**config.mk**
```make
export PLATFORM = sky130hd
export DESIGN_NAME = inst_mem_burst_ctrl_flat
export DESIGN_NICKNAME = d
export VERILOG_FILES = /design/src/rtl/inst_mem_burst_ctrl_if.sv /design/src/rtl/inst_mem_burst_ctrl.sv /design/src/flat_wrapper.sv
export SDC_FILE = /design/constraint.sdc
export NUM_CORES = 1
export LEC_CHECK = 0
export CAP_MARGIN = 0
export CORE_MARGIN = 5
export CORE_UTILIZATION = 33
export CTS_BUF_LIST = sky130_fd_sc_hd__clkbuf_16
export CTS_CLUSTER_DIAMETER = 120
export CTS_CLUSTER_SIZE = 16
export DETAILED_ROUTE_END_ITERATION = 10
export PLACE_DENSITY = 0.81
export SETUP_SLACK_MARGIN = 0.2
export SYNTH_ARGS = -nofsm -noshare
export SYNTH_HDL_FRONTEND = slang
export SYNTH_SLANG_ARGS = --single-unit
export TNS_END_PERCENT = 50
```
**constraint.sdc**
```tcl
create_clock -name clk -period 2.35 [get_ports clk]
set_input_delay 0.3525 -clock clk [delete_from_list [all_inputs] [get_ports clk]]
set_output_delay 0.3525 -clock clk [all_outputs]
set_load 0.05 [all_outputs]
```
**src/rtl/inst_mem_burst_ctrl_if.sv**
```systemverilog
// Cache-side block-fill bus between the L1 instruction cache (master)
// and the instruction memory burst responder (slave).
interface inst_mem_burst_ctrl_if #(
  parameter int unsigned DATA_WIDTH = 32,
  parameter int unsigned ADDR_WIDTH = 16
);
  logic [ADDR_WIDTH-1:0] mem_addr;
  logic                  mem_req_op;
  logic [DATA_WIDTH-1:0] mem_read;
  logic                  mem_read_valid;
  logic                  mem_last;

  modport master (
    output mem_addr, mem_req_op,
    input  mem_read, mem_read_valid, mem_last
  );

  modport slave (
    input  mem_addr, mem_req_op,
    output mem_read, mem_read_valid, mem_last
  );
endinterface

```
**src/rtl/inst_mem_burst_ctrl.sv**
```systemverilog
// Instruction memory burst responder: reads one aligned block from a
// synchronous BRAM and streams it back word by word, flagging the last word.
module inst_mem_burst_ctrl #(
  parameter int unsigned DATA_WIDTH         = 32,
  parameter int unsigned ADDR_WIDTH         = 16,
  parameter int unsigned BLOCK_OFFSET_WIDTH = 5,
  parameter int unsigned READ_LATENCY       = 1
) (
  input  logic                    clk,
  input  logic                    rst_n,
  inst_mem_burst_ctrl_if.slave    mem,
  output logic                    bram_en,
  output logic [ADDR_WIDTH-1:0]   bram_addr,
  input  logic [DATA_WIDTH-1:0]   bram_dout,
  output logic                    busy
);

  localparam int unsigned BLOCK_SIZE = 1 << BLOCK_OFFSET_WIDTH;
  localparam logic [ADDR_WIDTH-1:0] OFFSET_MASK = ADDR_WIDTH'(BLOCK_SIZE - 1);

  typedef enum logic [1:0] {IDLE, ISSUE, DRAIN, RELEASE} state_t;

  state_t                        state, state_next;
  logic [ADDR_WIDTH-1:0]         base;
  logic [BLOCK_OFFSET_WIDTH-1:0] issue_cnt;
  logic [READ_LATENCY-1:0]       valid_pipe, last_pipe;
  logic                          issue_done, accept, abort, tail_valid, tail_last;

  assign issue_done = (issue_cnt == '1);
  assign accept     = (state == IDLE) && mem.mem_req_op;
  assign abort      = ((state == ISSUE) || (state == DRAIN)) && !mem.mem_req_op;
  assign tail_valid = valid_pipe[READ_LATENCY-1];
  assign tail_last  = last_pipe[READ_LATENCY-1] && tail_valid;

  // State register
  always_ff @(posedge clk or negedge rst_n) begin
    if (!rst_n) state <= IDLE;
    else        state <= state_next;
  end

  // Next-state logic; a dropped request aborts the fill from ISSUE or DRAIN
  always_comb begin
    state_next = state;
    unique case (state)
      IDLE:    if (mem.mem_req_op) state_next = ISSUE;
      ISSUE:   if (!mem.mem_req_op) state_next = IDLE;
               else if (issue_done) state_next = DRAIN;
      DRAIN:   if (!mem.mem_req_op) state_next = IDLE;
               else if (tail_last) state_next = RELEASE;
      RELEASE: if (!mem.mem_req_op) state_next = IDLE;
      default: state_next = IDLE;
    endcase
  end

  // Block base capture, issue counter and {valid,last} read pipeline
  always_ff @(posedge clk or negedge rst_n) begin
    if (!rst_n) begin
      base       <= '0;
      issue_cnt  <= '0;
      valid_pipe <= '0;
      last_pipe  <= '0;
    end else begin
      if (accept) begin
        base      <= mem.mem_addr & ~OFFSET_MASK;
        issue_cnt <= '0;
      end else if (state == ISSUE) begin
        issue_cnt <= issue_cnt + BLOCK_OFFSET_WIDTH'(1);
      end

      if (abort) begin
        valid_pipe <= '0;
        last_pipe  <= '0;
      end else begin
        valid_pipe <= (valid_pipe << 1) | READ_LATENCY'(state == ISSUE);
        last_pipe  <= (last_pipe << 1)  | READ_LATENCY'((state == ISSUE) && issue_done);
      end
    end
  end

  // Output decode; offset is OR-ed into a masked base so it never carries
  always_comb begin
    bram_en            = 1'b0;
    bram_addr          = '0;
    busy               = (state != IDLE);
    mem.mem_read_valid = tail_valid;
    mem.mem_last       = tail_last;
    mem.mem_read       = tail_valid ? bram_dout : '0;
    if (state == ISSUE) begin
      bram_en   = 1'b1;
      bram_addr = base | ADDR_WIDTH'(issue_cnt);
    end
  end

endmodule
```
**src/flat_wrapper.sv**
```systemverilog
// flat-port wrapper written by rule: the top's interface ports become plain ports
module inst_mem_burst_ctrl_flat 
#(
  parameter int unsigned DATA_WIDTH         = 32,
  parameter int unsigned ADDR_WIDTH         = 16,
  parameter int unsigned BLOCK_OFFSET_WIDTH = 5,
  parameter int unsigned READ_LATENCY       = 1
)
  (clk, rst_n, bram_en, bram_addr, bram_dout, busy, mem_mem_addr, mem_mem_req_op, mem_mem_read, mem_mem_read_valid, mem_mem_last);
  inst_mem_burst_ctrl_if #(.DATA_WIDTH(DATA_WIDTH), .ADDR_WIDTH(ADDR_WIDTH)) mem_i ();
  input  logic clk;
  input  logic rst_n;
  output logic bram_en;
  output logic [ADDR_WIDTH-1:0] bram_addr;
  input  logic [DATA_WIDTH-1:0] bram_dout;
  output logic busy;
  input wire logic [$bits(mem_i.mem_addr)-1:0] mem_mem_addr;
  input wire logic [$bits(mem_i.mem_req_op)-1:0] mem_mem_req_op;
  output wire logic [$bits(mem_i.mem_read)-1:0] mem_mem_read;
  output wire logic [$bits(mem_i.mem_read_valid)-1:0] mem_mem_read_valid;
  output wire logic [$bits(mem_i.mem_last)-1:0] mem_mem_last;
  assign mem_i.mem_addr = mem_mem_addr;
  assign mem_i.mem_req_op = mem_mem_req_op;
  assign mem_mem_read = mem_i.mem_read;
  assign mem_mem_read_valid = mem_i.mem_read_valid;
  assign mem_mem_last = mem_i.mem_last;
  inst_mem_burst_ctrl #(.DATA_WIDTH(DATA_WIDTH), .ADDR_WIDTH(ADDR_WIDTH), .BLOCK_OFFSET_WIDTH(BLOCK_OFFSET_WIDTH), .READ_LATENCY(READ_LATENCY)) u_core (.clk(clk), .rst_n(rst_n), .mem(mem_i), .bram_en(bram_en), .bram_addr(bram_addr), .bram_dout(bram_dout), .busy(busy));
endmodule
```
Word level (Yosys, flattened, before mapping)
Index checks and enable logic that the tools add are counted.

Logic and storage cells: 39. Input bits: 51. Register bits: 20. Output and inout port bits: 52.

Muxes and demuxes: 14. Reduce and logical (&&, ||, !) cells: 10. Bitwise logic cells: 1. Add/sub/neg operators: 1. Equality and inequality tests: 8.

Operators by type and width (number): 2-to-1 mux 32 bit (1); 2-to-1 mux 16 bit (1); OR 16 x 5 -> 16 bit (1); 2-to-1 mux 2 bit (6); 2-to-1 mux 5 bit (2); case mux 2 bit (4 select lines) (1); adder 5 x 1 -> 5 bit (second input constant) (1); == test 5 bit (second input constant) (1); == test 2 bit (second input constant) (2); logical AND 1 bit (4); inequality test 2 bit (second input constant) (2); AND reduction 4 bit (1); nonzero test 2 bit (2); 2-to-1 mux 1 bit (3); inequality test 3 x 2 -> 1 bit (second input constant) (1); inequality test 3 bit (second input constant) (1); == test 2 x 1 -> 1 bit (second input constant) (1); zero test 2 bit (1); zero test 1 bit (1); logical OR 1 bit (1).

Logic depth before layout (Yosys ltp)
Gate-level depths: netlist of run 1.

Depth in word-level cells: 4. Gate-level depth with buffers: 7. Mapped depth without buffers: 7.

Least setup slack after synthesis of run 1
Ideal clock, no wire load.

Path kind: register -> output. From: register u_core.state[1]. To: output bram_addr[10]. Required time: 1997 ps. Cell stages (with the launch flop): 6. Buffers on the path: 2. Slack: 32 ps. Arrival time: 1966 ps. Cell sequence: dfrtp_1 > inv_1 > ha_1 > buf_2 > clkbuf_1 > and2_1.

Cells in the longest elaborated chain, start to end: 2.

RTL lines: start, declared (line inst_mem_burst_ctrl.sv:23) `state_t state, state_next;`; start signal, assigned (line inst_mem_burst_ctrl.sv:38) `else state <= state_next;`; == test 2 x 1 -> 1 bit (line inst_mem_burst_ctrl.sv:88) `if (state == ISSUE) begin`; 2-to-1 mux 16 bit (line inst_mem_burst_ctrl.sv:88); end, declared (line flat_wrapper.sv:14) `output logic [ADDR_WIDTH-1:0] bram_addr;`.

Every way passes these cells.

Worst setup path in the final report of run 1
From: register u_core.state[1]. To: output bram_addr[1].

Same word-level chain as after synthesis.

==> impl_metrics.yaml, run 1 <==
place:
  dp.cells: 266
  gp_congestion: 0.804
  dp_hpwl_um: 2890
  portBuffers: 97
routing:
  vias: 1220
  drc: 0
  dr.pass1.iters: 4
  via_per_inst: 4.54
  wl_um: 3620
  top_layer: "met4"
  drt-initial-drc-count: 35
  wl_per_cell_um: 13.4
  dr_wl_met2_um: 1640
  drt-met1-wl_um: 1430
  ant_nets: 0
  wl_met3_um: 525
floorplanning:
  rows: 22
  start_util_pct: 34.2
  die-area_sq_um: 5160
  die_w_um: 71.9
  pin_count: 103
  core_area_sq_um: 3690
  die_h_um: 71.9
clocking:
  cts.sinks: 20
  clk_pin_slew_worst_paths_ns: 0.05
  root_buffer: "clkbuf_16"
  htree_levels: 1
  cts.path.max_buffers: 2
  tritoncts: "done"
  clock_latency_ns: 0.25
  postCtsSetupRepairBufs: 0
  cts_buffers: 3
cells_and_area:
  antenna_cells: 0
  drive_gt1_share_pct: 33.0
  instances_no_fill: 269
  areaGrowthSynthToFinish_pct: 92.1
  final_nets: 281
  layout_common_cells: "49 x and2_1, 45 x clkdlybuf4s50_1, 38 x buf_4"
  n_fill_cell: 304
  layout_commonest_cell: "and2_1"
pwr:
  p_total_mw: 3.55
  ir_drop_mv: 0.968
  p_sw_share_pct: 49.2
  p_seq_share_pct: 16.2
  p_sw_mw: 1.75
  p_comb_share_pct: 74.2
  clock_power_share_pct: 9.5
  p_leak_nw: 1.15
  powerDensity_nw_per_um2: 1460
  internal-power_mw: 1.80
run:
  cap_viol_max_count: 0
run_status:
  status: "finished clean"
yosys:
  synth_area_leaders: "dfrtp_1 40%, and2_1 24%, ha_1 6.9%, mux2_4 5.9%, mux2_2 5.4%"
  synthDistinctLibCells: 24
  netlist.top_cell.by_area: "dfrtp_1"
  synth_warnings: 0
  postSynthAreaPerCell_sq_um: 10.2
  synth_area_sq_um: 1260
  synth_cells: 124
  syn_nets: 182
  yosysSeqAreaShare_pct: 39.6
  yosys.area.top_type_share_pct: 39.6
  yosys_register_bits: 20
sta:
  rsz0062_at_grt: "no"
  tightest_slew_ns: 0.524
  max_freq_ghz: 0.493
  slew_violations: 0
  finalWorstPathRequiredPeriod_ns: 2.03
  post-route-period-util_pct: 86.4
  hold_viol: 0
  setup_viol: 0
  skew_ns: 0.00333
  tns_ns: 0
  slew_headroom_pct: 65.2
worst_setup_path:
  path_class: "flop to primary output"
  crit_path_start_kind: "flop"
  max_stage_delay_ns: 0.47
  critPathMaxFanout: 24
  cp.required_ns: 2.00
  worstRegToRegCells: 7
  cp_slowest_cell: "ha_2"
  critPathCaptureType: "primary output"
  arrival_ns: 1.68
  path_cells: "inv_1 > ha_2 > and2_1 > buf_12"
global_routing:
  grt_start_max_net_pins: 35
  grt_overflow: 0
  antenna_found_initial: 0
  grt_first_pass_wirelength_um: 5830
  grt_pass1_vias: 1250
  track_usage_pct: 14.0
worst_hold_path:
  hold_class: "primary input to asynchronous set/reset pin"
-- routing by layer --
| metal | GRT usage [%] | up-vias |
|---|---|---|
| li1 | - | 585 |
| met1 | 16.2 | 557 |
| met2 | 23.8 | 74 |
| met3 | 5.47 | 4 |
| met4 | 4.38 | 0 |
| met5 | 0 | - |
-- stage by stage --
step	util (%)	hold slack, ns	area (sq um)	setup slack (ns)
2_1_floorplan	-	0.0569	1260	0.219
3_3_place_gp	63.7	0.482	2350	0.432
3_5_place_dp	63.7	0.490	2350	0.393
4_1_cts	65.7	0.454	2420	0.307
5_1_grt	65.7	0.476	2420	0.204
6_report	65.7	0.444	2420	0.320
-- worst paths after layout --
| path | from | end | slack, ns |
|---|---|---|---|
| max | u_core.state[1] | bram_addr[1] | 0.32 |
| min | rst_n | u_core.base[5] | 0.44 |
| max reg2reg | u_core.issue_cnt[0] | u_core.state[0] | 0.56 |
| min reg2reg | u_core.base[5] | u_core.base[5] | 0.50 |
| max in group asynchronous | rst_n | u_core.issue_cnt[0] | 1.69 |
| min in group clk | u_core.base[5] | u_core.base[5] | 0.50 |
-- cells by family (layout without fill, tap and decap cells) --
group / after synthesis / count (layout) / share of synthesized area, %
AOI/OAI and AO/OA: 5 / 5 / 2.97
xor gates and xnor gates: 3 / 3 / 2.08
adders and majority gates: 7 / 7 / 6.94
buffers and inverters: 12 / 109 / 4.95
DFF: 20 / 20 / 39.6
muxes: 14 / 14 / 13.7
and+or+nand+nor: 63 / 63 / 29.7
-- registers in the layout, summed over array words and instances, names as in the netlist --
| name | flops |
|---|---|
| u_core.state | 2 |
| u_core.last_pipe | 1 |
| u_core.base | 11 |
| u_core.mem.mem_read_valid | 1 |
| u_core.issue_cnt | 5 |
-- worst max-delay path: cells and delay by family, from the launching register on --
family        cells  cell delay, ns
simple gates      1            0.27
buf+inv           2            0.28
fa+ha+maj         1            0.47
flops             1            0.39
-- final cells by class --
type	count	area (sq um)	share of cell area (%)
tap	48	60.1	2.48
sequential	20	500	20.6
timing repair buffer	100	1060	43.9
clock buffer	3	75.1	3.10
inverter	6	22.5	0.929
multi-input combinational	92	702	28.9
-- repair_timing --
item | 4_1_cts | 5_1_grt
gates resized for setup | 1 | 0
hold buffers | 0 | 0
setup endpoints to repair | 1 | 0
-- power by group through the flow --
| stage | combinational (mW) | sequential (mW) | clock (mW) |
|---|---|---|---|
| finish | 2.64 | 0.576 | 0.338 |
| global route | 2.77 | 0.598 | 0.361 |
| CTS | 2.66 | 0.578 | 0.346 |
| detailed placement | 2.66 | 0.581 | 0 |
| global placement | 2.63 | 0.576 | 0 |
| floorplan | 1.64 | 0.593 | 0 |
-- synthesized netlist by cell type --
| master | number |
|---|---|
| mux2i_1 | 3 |
| buf_12 | 1 |
| clkbuf_1 | 4 |
| and2_1 | 49 |
| a21boi_0 | 1 |
| buf_2 | 1 |
| or3_1 | 1 |
| mux2_4 | 5 |
| inv_1 | 4 |
| nand2_1 | 2 |
| inv_2 | 2 |
| o21a_1 | 1 |
| nor2_4 | 1 |
| nor2_1 | 7 |
| xnor2_1 | 1 |
| ha_1 | 7 |
| xor2_1 | 2 |
| nand2b_1 | 1 |
| and3_1 | 1 |
| a31oi_1 | 2 |
| dfrtp_1 | 20 |
| nand3_1 | 1 |
| a211o_2 | 1 |
| mux2_2 | 6 |
Power figures use the tool's default switching activity.
==> run 2: changes to the inputs <==
- RECOVER_POWER: unset -> 25
==> run 2 against run 1 <==
  * Count of clock-buffer cells in the layout stayed put
  * Via count did not move
  * Fmax about the same
==> impl_metrics.yaml, run 2 (synthesized netlist as in run 1, its figures left out) <==
floorplanning:
  start_util_pct: 34.2
  die_h_um: 71.9
  die_w_um: 71.9
  pin_count: 103
  die-area_sq_um: 5160
  core_area_sq_um: 3690
  rows: 22
worst_setup_path:
  critPathCaptureType: "primary output"
  arrival_ns: 1.68
  worstRegToRegCells: 7
  ff2ff_setup_slack_ns: 0.56
  cp.required_ns: 2.00
  critPathMaxFanout: 24
  r2r-start: "u_core.issue_cnt[0]"
  crit_path_start_kind: "flop"
  rr_endpoint: "u_core.state[0]"
  path_class: "flop to primary output"
routing:
  wl_per_cell_um: 13.4
  dr.pass1.iters: 4
  ant_nets: 0
  drt-initial-drc-count: 35
  via_per_inst: 4.54
  wl_um: 3620
  drc: 0
  vias: 1220
global_routing:
  antenna_found_initial: 0
  track_usage_pct: 14.0
  grt_pass1_vias: 1250
  grt_first_pass_wirelength_um: 5830
  grt_overflow: 0
  grt_start_max_net_pins: 35
pwr:
  ir_drop_mv: 0.967
  p_leak_nw: 1.14
  powerDensity_nw_per_um2: 1470
  p_total_mw: 3.55
sta:
  slew_headroom_pct: 28.5
  skew_ns: 0.00333
  tns_ns: 0
  timing.final.ws_setup_ns: 0.320
  rsz0062_at_grt: "no"
  finalWorstPathRequiredPeriod_ns: 2.03
  tightest_slew_ns: 1.07
  hold_ws_ns: 0.500
  setup_viol: 0
  slew_violations: 0
  hold_viol: 0
  post-route-period-util_pct: 86.4
  max_freq_ghz: 0.493
worst_hold_path:
  hold_end: "u_core.base[10]"
  hold_start: "u_core.base[10]"
  hold_path_depth: 1
  hold_class: "flop to flop"
place:
  dp_hpwl_um: 2890
  place_area_sq_um: 2350
  portBuffers: 97
  gp_congestion: 0.804
  pre_cts_ws_ns: 0.393
run:
  cap_viol_max_count: 0
cells_and_area:
  top_register: "u_core.base"
  layout_commonest_cell: "and2_1"
  drive_gt1_share_pct: 32.1
  largest_registers: "u_core.base (11), u_core.issue_cnt (5), u_core.state (2)"
  antenna_cells: 0
  layout_common_cells: "49 x and2_1, 44 x clkdlybuf4s50_1, 36 x buf_4"
  final_area_sq_um: 2420
  final_nets: 281
  n_fill_cell: 305
  areaGrowthSynthToFinish_pct: 91.5
  largest_register_ffs: 11
clocking:
  tritoncts: "done"
  root_buffer: "clkbuf_16"
  htree_levels: 1
  clk_pin_slew_worst_paths_ns: 0.05
  cts.sinks: 20
  cts_resized: 1
  cts.path.max_buffers: 2
  ctsHoldBuffers: 0
  clock_latency_ns: 0.25
  postCtsSetupRepairBufs: 0
  cts_buffers: 3
run_status:
  status: "finished clean"
[run 2: metrics by stage]
step | std cells | util [%]
detailed placement | 266 | 63.7
finish | 269 | 65.5
global route | 269 | 65.5
CTS | 269 | 65.7
global placement | 266 | 63.7
floorplan | 124 | -
[run 2: critical path: stages, from the launching register on]
cell and delay [ns]:
dfrtp_1 0.39, inv_1 0.13, ha_2 0.47, and2_1 0.27
buf_12 0.15
[run 2: how the worst max path moves through the flow]
stage | from | end | slack (ns) | cells after the start
2_1_floorplan | u_core.state[1] | bram_addr[10] | 0.22 | 5
3_3_place_gp | u_core.state[0] | busy | 0.43 | 4
3_5_place_dp | u_core.state[0] | busy | 0.39 | 4
4_1_cts | u_core.state[1] | bram_addr[1] | 0.31 | 4
5_1_grt | u_core.state[1] | bram_addr[1] | 0.20 | 4
6_report | u_core.state[1] | bram_addr[1] | 0.32 | 4
[run 2: where the power goes]
part / internal, mW / switching, mW / leakage (nW)
registers: 0.492 / 0.0837 / 0.246
logic: 1.08 / 1.55 / 0.857
clock network: 0.224 / 0.114 / 0.0370
total: 1.80 / 1.75 / 1.14
[run 2: layer usage]
metal	global-route usage [%]	share of wire, %	wire length [um]	vias up
met5	0	0	0	-
met3	5.47	15	526	4
li1	-	-	-	585
met4	4.38	0.69	25	0
met2	23.8	45	1640	74
met1	16.2	39	1420	557
[run 2: area by class of cell]
class / count / area (sq um) / area share, %
Clock buffer: 3 / 75.1 / 3.11
Inverter: 6 / 22.5 / 0.932
Multi-Input combinational cell: 92 / 702 / 29.0
Sequential cell: 20 / 500 / 20.7
Tap cell: 48 / 60.1 / 2.48
Timing Repair Buffer: 100 / 1060 / 43.7
